===== src/rtl/uart_tx_arbiter.sv =====
`default_nettype none
// +--------------------------------------------------------------------------+
// | Module      : uart_tx_arbiter                                            |
// | Description : Two-requester byte arbiter in front of one shared UART     |
// |               transmitter. Packets are never interleaved: the grant is   |
// |               locked until the byte flagged "last" has been sent.        |
// |               Optional macro UART_TX_ARB_ROUND_ROBIN_EN selects          |
// |               round-robin priority; undefined gives fixed priority       |
// |               with req0 winning ties.                                    |
// | Revision    : 1.0 - initial release                                      |
// +--------------------------------------------------------------------------+
module uart_tx_arbiter #(
  // Cycles after tx_start before tx_busy is trusted; legal range 1..15.
  parameter int GAP_CYCLES = 2
) (
  input  logic       clk,
  input  logic       reset_n,
  input  logic       req0_valid,
  input  logic [7:0] req0_data,
  input  logic       req0_last,
  output logic       req0_ready,
  input  logic       req1_valid,
  input  logic [7:0] req1_data,
  input  logic       req1_last,
  output logic       req1_ready,
  output logic       tx_start,
  output logic [7:0] tx_data,
  input  logic       tx_busy,
  output logic [1:0] grant,
  output logic       busy
);

  localparam logic [3:0] GAP_LOAD = 4'(GAP_CYCLES);

  typedef enum logic [2:0] {
    S_IDLE  = 3'd0,
    S_GRANT = 3'd1,
    S_START = 3'd2,
    S_GAP   = 3'd3,
    S_WAIT  = 3'd4
  } state_t;

  state_t     state_q, state_d;
  logic [1:0] grant_q, grant_d;
  logic [1:0] ready_q, ready_d;
  logic       tx_start_q, tx_start_d;
  logic       busy_q, busy_d;
  logic [7:0] tx_data_q, tx_data_d;
  logic       last_q, last_d;
  logic       lock_q, lock_d;
  logic [3:0] gap_cnt_q, gap_cnt_d;
`ifdef UART_TX_ARB_ROUND_ROBIN_EN
  // 0 = req0 preferred on a tie, 1 = req1 preferred.
  logic       pointer_q, pointer_d;
`endif

  logic       w_win1;
  logic       w_accept;
  logic [7:0] w_sel_data;
  logic       w_sel_last;

  // Winner selection for a new packet and the accept/mux of the granted requester.
  always_comb begin
`ifdef UART_TX_ARB_ROUND_ROBIN_EN
    w_win1 = req1_valid && (!req0_valid || pointer_q);
`else
    w_win1 = req1_valid && !req0_valid;
`endif
    // The ready flops are only ever non-zero for the granted side, so an
    // accept is exactly a registered ready meeting its valid.
    w_accept   = (ready_q[0] && req0_valid) || (ready_q[1] && req1_valid);
    w_sel_data = grant_q[1] ? req1_data : req0_data;
    w_sel_last = grant_q[1] ? req1_last : req0_last;
  end

  // Next-state logic; every output is then registered from the next state.
  always_comb begin
    state_d   = state_q;
    grant_d   = grant_q;
    tx_data_d = tx_data_q;
    last_d    = last_q;
    lock_d    = lock_q;
    gap_cnt_d = gap_cnt_q;
`ifdef UART_TX_ARB_ROUND_ROBIN_EN
    pointer_d = pointer_q;
`endif

    case (state_q)
      S_IDLE: begin
        // The grant may only change here, which keeps packets contiguous.
        if (!tx_busy && (req0_valid || req1_valid)) begin
          grant_d = w_win1 ? 2'b10 : 2'b01;
          state_d = S_GRANT;
        end
      end

      S_GRANT: begin
        if (w_accept) begin
          tx_data_d = w_sel_data;
          last_d    = w_sel_last;
          lock_d    = !w_sel_last;
          state_d   = S_START;
        end else if (!lock_q) begin
          // Requester withdrew before its first byte: release the grant.
          grant_d = 2'b00;
          state_d = S_IDLE;
        end
      end

      S_START: begin
        gap_cnt_d = GAP_LOAD;
        state_d   = S_GAP;
      end

      S_GAP: begin
        // Transmitter busy is not yet meaningful; just count the gap down.
        if (gap_cnt_q <= 4'd1) begin
          gap_cnt_d = 4'd0;
          state_d   = S_WAIT;
        end else begin
          gap_cnt_d = gap_cnt_q - 4'd1;
        end
      end

      S_WAIT: begin
        if (!tx_busy) begin
          if (!last_q) begin
            state_d = S_GRANT;
          end else begin
            grant_d = 2'b00;
            lock_d  = 1'b0;
            state_d = S_IDLE;
`ifdef UART_TX_ARB_ROUND_ROBIN_EN
            // Favour whichever requester did not just finish a packet.
            pointer_d = grant_q[0];
`endif
          end
        end
      end

      default: begin
        grant_d = 2'b00;
        lock_d  = 1'b0;
        state_d = S_IDLE;
      end
    endcase

    ready_d    = (state_d == S_GRANT) ? grant_d : 2'b00;
    tx_start_d = (state_d == S_START);
    busy_d     = (state_d != S_IDLE);
  end

  // State and registered outputs; reset takes effect asynchronously.
  always_ff @(posedge clk or negedge reset_n) begin
    if (!reset_n) begin
      state_q    <= S_IDLE;
      grant_q    <= 2'b00;
      ready_q    <= 2'b00;
      tx_start_q <= 1'b0;
      busy_q     <= 1'b0;
      tx_data_q  <= 8'h00;
      last_q     <= 1'b0;
      lock_q     <= 1'b0;
      gap_cnt_q  <= 4'd0;
`ifdef UART_TX_ARB_ROUND_ROBIN_EN
      pointer_q  <= 1'b0;
`endif
    end else begin
      state_q    <= state_d;
      grant_q    <= grant_d;
      ready_q    <= ready_d;
      tx_start_q <= tx_start_d;
      busy_q     <= busy_d;
      tx_data_q  <= tx_data_d;
      last_q     <= last_d;
      lock_q     <= lock_d;
      gap_cnt_q  <= gap_cnt_d;
`ifdef UART_TX_ARB_ROUND_ROBIN_EN
      pointer_q  <= pointer_d;
`endif
    end
  end

  assign req0_ready = ready_q[0];
  assign req1_ready = ready_q[1];
  assign tx_start   = tx_start_q;
  assign tx_data    = tx_data_q;
  assign grant      = grant_q;
  assign busy       = busy_q;

endmodule
`default_nettype wire


===== config.mk =====
export PLATFORM = sky130hd
export DESIGN_NAME = uart_tx_arbiter
export DESIGN_NICKNAME = d
export VERILOG_FILES = /design/src/rtl/uart_tx_arbiter.sv
export SDC_FILE = /design/constraint.sdc
export NUM_CORES = 1
export LEC_CHECK = 0
export CAP_MARGIN = 20
export CORE_ASPECT_RATIO = 1.5
export CORE_MARGIN = 3
export CORE_UTILIZATION = 35
export DETAILED_ROUTE_END_ITERATION = 10
export GPL_TIMING_DRIVEN = 0
export HOLD_SLACK_MARGIN = 0.1
export PLACE_DENSITY_LB_ADDON = 0.1
export SYNTH_ARGS = -nofsm -noshare
export SYNTH_HDL_FRONTEND = slang
export SYNTH_SLANG_ARGS = --single-unit

===== constraint.sdc =====
create_clock -name clk -period 3.66 [get_ports clk]
set_clock_uncertainty 0.15 [all_clocks]
set_input_delay 0.732 -clock clk [delete_from_list [all_inputs] [get_ports clk]]
set_output_delay 0.732 -clock clk [all_outputs]
set_load 0.05 [all_outputs]

* Word level (Yosys, flattened, before mapping)
Cells that the tools add are included.
Operators by class: add/sub/neg operators 1, reduce and logical (&&, ||, !) cells 16, magnitude comparators 1, multiplexer cells 23, bitwise logic cells 1, equal/unequal tests 9
Operators by type and width (number):
- $mux W3 | 5
- $pmux W3 S5 | 1
- $mux W2 | 7
- $eq A3 B2 Y1 const B | 3
- $mux W8 | 1
- $pmux W2 S4 | 1
- $pmux W4 S2 | 1
- $eq A3 B1 Y1 const B | 2
- $ne A2 B2 Y1 const B | 3
- $mux W1 | 5
- $le A4 B1 Y1 const B | 1
- $logic_and A1 B1 Y1 | 4
- $mux W4 | 1
- $reduce_and A4 Y1 | 1
- $sub A4 B1 Y4 const B | 1
- $eq A3 B3 Y1 const B | 1
- $logic_not A1 Y1 | 3
- $logic_not A3 Y1 | 1
- $pmux W1 S3 | 1
- $reduce_bool A3 Y1 | 1
- $reduce_or A3 Y1 | 1
- $logic_or A1 B1 Y1 | 2
- $reduce_and A2 Y1 | 1
- $reduce_bool A2 Y1 | 1
- 2 further kinds | 2
Word-level totals: word-level logic and storage cells 60, output and inout port bits 14, register bits after elaboration 23, input port bits 23

* Logic depth before layout (Yosys ltp)
depth in word-level cells 6, depth in mapped cells 6, mapped depth without buffers 6

* Worst setup path after synthesis
Ideal clock, no wire load.
kind input -> register, start input port req0_valid, end register ready_q[0], buffers on the path 0, slack 1.827 ns, stages on the path 3, data arrival time 1.588 ns, data required time 3.414 ns, cells stage by stage a22o_1 -> o41a_2 -> a311oi_2
On the way: cells in the longest elaborated chain, start to end 6
Ends and longest elaborated chain:
- start: declaration | RTL line 18 | input logic req0_valid,
- $logic_and A1 B1 Y1 (tied with other cells) | RTL line 71 | w_accept = (ready_q[0] && req0_valid) || (ready_q[1] && req1_valid);
- $logic_or A1 B1 Y1 (tied with other cells) | RTL line 71
- $mux W3 (tied with other cells) | RTL line 98 | if (w_accept) begin
- $pmux W3 S5 or $mux W2 (tied branches) | RTL line 88, 91
- $eq A3 B1 Y1 or $pmux W2 S4 (tied branches) | RTL line 148, 88
- $mux W2 (*) | RTL line 148 | ready_d = (state_d == S_GRANT) ? grant_d : 2'b00;
- via ready_d[0] | RTL line 45 | logic [1:0] ready_q, ready_d;
- end signal: assignment | RTL line 171 | ready_q <= ready_d;
- end: declaration | RTL line 45
Mark *: on every way through the listed nets, which the timed path passes. The rest lies on a longest branch. A chain may end at the register's enable or synchronous reset.

* Worst setup path after layout
start register grant_q[0] (netlist: grant[0]), end output port grant[0]
RTL lines:
- start: declaration | RTL line 44 | logic [1:0] grant_q, grant_d;
- start signal: assignment | RTL line 170 | grant_q <= grant_d;
- end: declaration | RTL line 29 | output logic [1:0] grant,
No word-level cell between the ends.

==> summary by stage <==
Layout
The repair_antennas step left the layout with diodes totalling 0. The fraction of final layout cells with drive strength greater than 1 is a little over a tenth. The end-of-flow core utilization is 51.8%.

Leaving out fill and tap cells, the most frequent cell in the layout is sky130_fd_sc_hd__clkdlybuf4s50_1. The total area of sequential cells is roughly 580 sq um. The library cells used most frequently in the layout, excluding fill and tap cells, are sky130_fd_sc_hd__clkdlybuf4s50_1, sky130_fd_sc_hd__dfrtp_1, sky130_fd_sc_hd__nand2_1, sky130_fd_sc_hd__o21ai_0, sky130_fd_sc_hd__mux2i_1. The filler cell count in the final layout is roughly 320. After the last flow step, the layout net total stands at 184.

In the final layout, the multi-input gates occupy 551 sq um. The post-synthesis to final-layout area growth is 39.2%.

Synth
For this run, the number of Yosys warnings is 0. The synthesized netlist devotes 2.09% of its cell area to adder and majority cells. Synthesis produced a netlist whose cell count is roughly 120.

The number of distinct library cell variants in the gate-level netlist after synthesis is 33. For this run, asynchronously set or reset flops after synthesis account for 100%. The synthesized flop and latch total is 23. After Yosys synthesis, XOR and XNOR cells account for 0% of the synthesized area. The mux share of post-synthesis cell area is 8.35%. Summing the areas of all compound-gate instances in the mapped netlist gives 20.7% of the synthesized area. The post-synthesis share of cell area spent on and, or, nand and nor gates is 14.8%. The cell area after synthesis is between 0.001 and 0.0015 sq mm.

Of the synthesized area, sequential elements account for about half. The number of enable-type register cells in the synthesized netlist is 0. The main combinational cell family by area after synthesis is compound AO/OA/AOI/OAI gates. In the synthesized netlist the dominant register cell turns out to be sky130_fd_sc_hd__dfrtp_1. Dividing the synthesized area by the synthesized cell count gives 10.2 sq um. The synthesized net count is 142.

Clock network
The number of buffers inserted during clock tree synthesis is 3. The total number of H-tree levels is 1. TritonCTS built the clock tree. The clock latency on the worst-skew pair is 0.26 ns. The number of gates resized after CTS was 0. The number of buffers on the longest clock path is 2.

For this design, the sink count on the clock tree is 23. The root buffer cell chosen for the clock tree is sky130_fd_sc_hd__clkbuf_8. Buffers inserted to repair hold after CTS numbered 0.

The post-CTS setup repair buffer count is 0. After clock tree synthesis, the clock-pin slew on the worst setup and hold paths is 0.08 ns.

Job
Max-cap violations in this run came to 0.

Routing
The first detailed-routing pass took 5 iterations. Once detail routing completed, the nets flagged for antenna violations numbered 0. The post-detailed-routing wire length is 2.76 mm. The number of remaining DRC errors is 0. The via count is 1041. In the routed layout, each cell is associated on average with a via count of 5.26.

The average wire length per cell after detail routing is 14.0 microns. For this block, the initial DRC count from the detailed router was 11.

Outcome
The run finished with clean final reports.

Setup path
Traced cell by cell, the critical path runs through clkdlybuf4s50_1. STA puts the critical path data required time at 2.78 ns. On the critical path the largest part of the delay comes from buffers and inverters. The worst setup path is captured at a primary output. The sum of buffers and inverters on the critical path is 1.

On the critical path, the stage with the largest delay is an instance of sky130_fd_sc_hd__clkdlybuf4s50_1. The arrival time at the worst endpoint is 1.46 ns. In this run the worst path has a maximum fanout of 3.

The delay contributed by the slowest stage of the critical path is about 0.81 ns. The critical path class is flop to primary output. STA classifies the critical path startpoint as a flop.

STA
The final number of setup-violating endpoints is 0. The number of failing hold endpoints at the final stage is 0. The count of pins over their slew limit came to 0. The peak clock frequency supported by timing is roughly 430 MHz. The measured slew at the worst slew-check pin is between 0.6 and 0.7 ns.

Setup repair after global routing left no endpoint under its margin. The share of the clock period used by the worst path is between 60% and 70%. The worst slack on hold paths is 0.335 ns.

The worst path needs ~2.3 ns of the cycle, external delays included. The total negative slack for setup checks is 0 ns. The headroom to the max-slew limit is about three fifths.

Floorplanning
From left edge to right edge, the die measures 53.8 microns. The vertical die dimension is 77.7 microns. After floorplanning, the core was sized to cover 0.00322 sq mm. For this configuration, the core starts out at a cell density of 37.2%.

The floorplan step defined a die boundary enclosing 0.00418 sq mm. After floorplanning, the core was divided into 25 placement rows. 37 I/O pins were placed.

Pwr
Across the VDD grid, the largest voltage drop is 0.000411 V. Dividing total power by cell area gives a power density of 837 mW/mm^2. In this run the static leakage power is 0.705 nW.

GRT
The number of global-route vias before repair is about 1.1k. The remaining global-route overflow is 0. Entering global routing, the biggest net connects 24 pins. The number of antenna violations at the first check in global routing was 0. The combined global-route utilization of all metal layers is 14.7%.

The first-pass GRT wire length is 4.64 mm.

Worst hold path
The path class of the tightest hold or removal check is flop to flop.

Placement
Buffers placed on the I/O ports in this run total 36. Detailed placement finished with a half-perimeter wire length of 2.13 mm. The placer's final routability congestion estimate is 0.768.
[power by group]
part           internal [W]  total, W  switching (W)  leakage [nW]
clock network     0.0000777  0.000159      0.0000818        0.0228
registers          0.000364  0.000435      0.0000712         0.298
logic              0.000308  0.000802       0.000494         0.384
total              0.000750   0.00140       0.000647         0.705
[final timing paths]
check	startpoint	to	slack, ns	depth (start not counted)
max	grant[0]	grant[0]	1.32	1
min	tx_data[6]	tx_data[6]	0.33	2
max reg2reg	gap_cnt_q[0]	gap_cnt_q[0]	1.97	6
min reg2reg	tx_data[6]	tx_data[6]	0.33	2
max in group asynchronous	reset_n	tx_data[7]	2.18	2
min in group asynchronous	reset_n	busy	0.69	1
[per-stage QoR]
step	power, W	area, sq um	std cells	setup slack, ns
6_report	0.00140	1670	198	1.32
4_1_cts	0.00141	1650	197	1.31
5_1_grt	0.00150	1670	198	1.28
3_3_place_gp	0.00123	1610	193	1.23
3_5_place_dp	0.00125	1610	193	1.21
2_1_floorplan	0.000999	1200	117	1.83
[cells in the mapped netlist (all sizes together) (3+ instances only)]
master | number | share of area, %
nand2 | 19 | 6.0
nor3 | 3 | 1.3
o21ai | 13 | 5.4
nor2 | 5 | 1.6
mux2i | 10 | 8.4
dfrtp | 23 | 48
o31ai | 3 | 1.9
inv | 5 | 1.6
buf | 6 | 4.5
[flip-flops by register name (all words and copies together) (netlist names)]
register and cells:
grant 2, state_q 3, tx_data 8, tx_start 1
busy 1, gap_cnt_q 4, lock_q 1, ready_q 2
last_q 1
[final cells by class]
| class | count | share of cell area (%) |
|---|---|---|
| timing repair buffer | 37 | 22.5 |
| multi-input combinational | 83 | 33.0 |
| tap | 40 | 3.00 |
| clock buffer | 4 | 2.70 |
| sequential | 23 | 34.5 |
| inverter | 5 | 1.12 |
| buffer | 6 | 3.22 |
[per-layer routing]
metal / vias to the layer above / routed length (microns) / GRT usage (%)
li1: 500 / - / -
met1: 501 / 1080 / 16.2
met2: 36 / 1490 / 26.3
met3: 4 / 149 / 2.50
met4: 0 / 40 / 6.14
met5: - / 0 / 0
[cell families after synthesis]
| logic type | Yosys count |
|---|---|
| simple gates | 38 |
| compound gates | 33 |
| buf+inv | 11 |
| mux | 10 |
| flops | 23 |
| fa+ha+maj | 2 |
No activity file was read; power rests on OpenSTA's default activity.
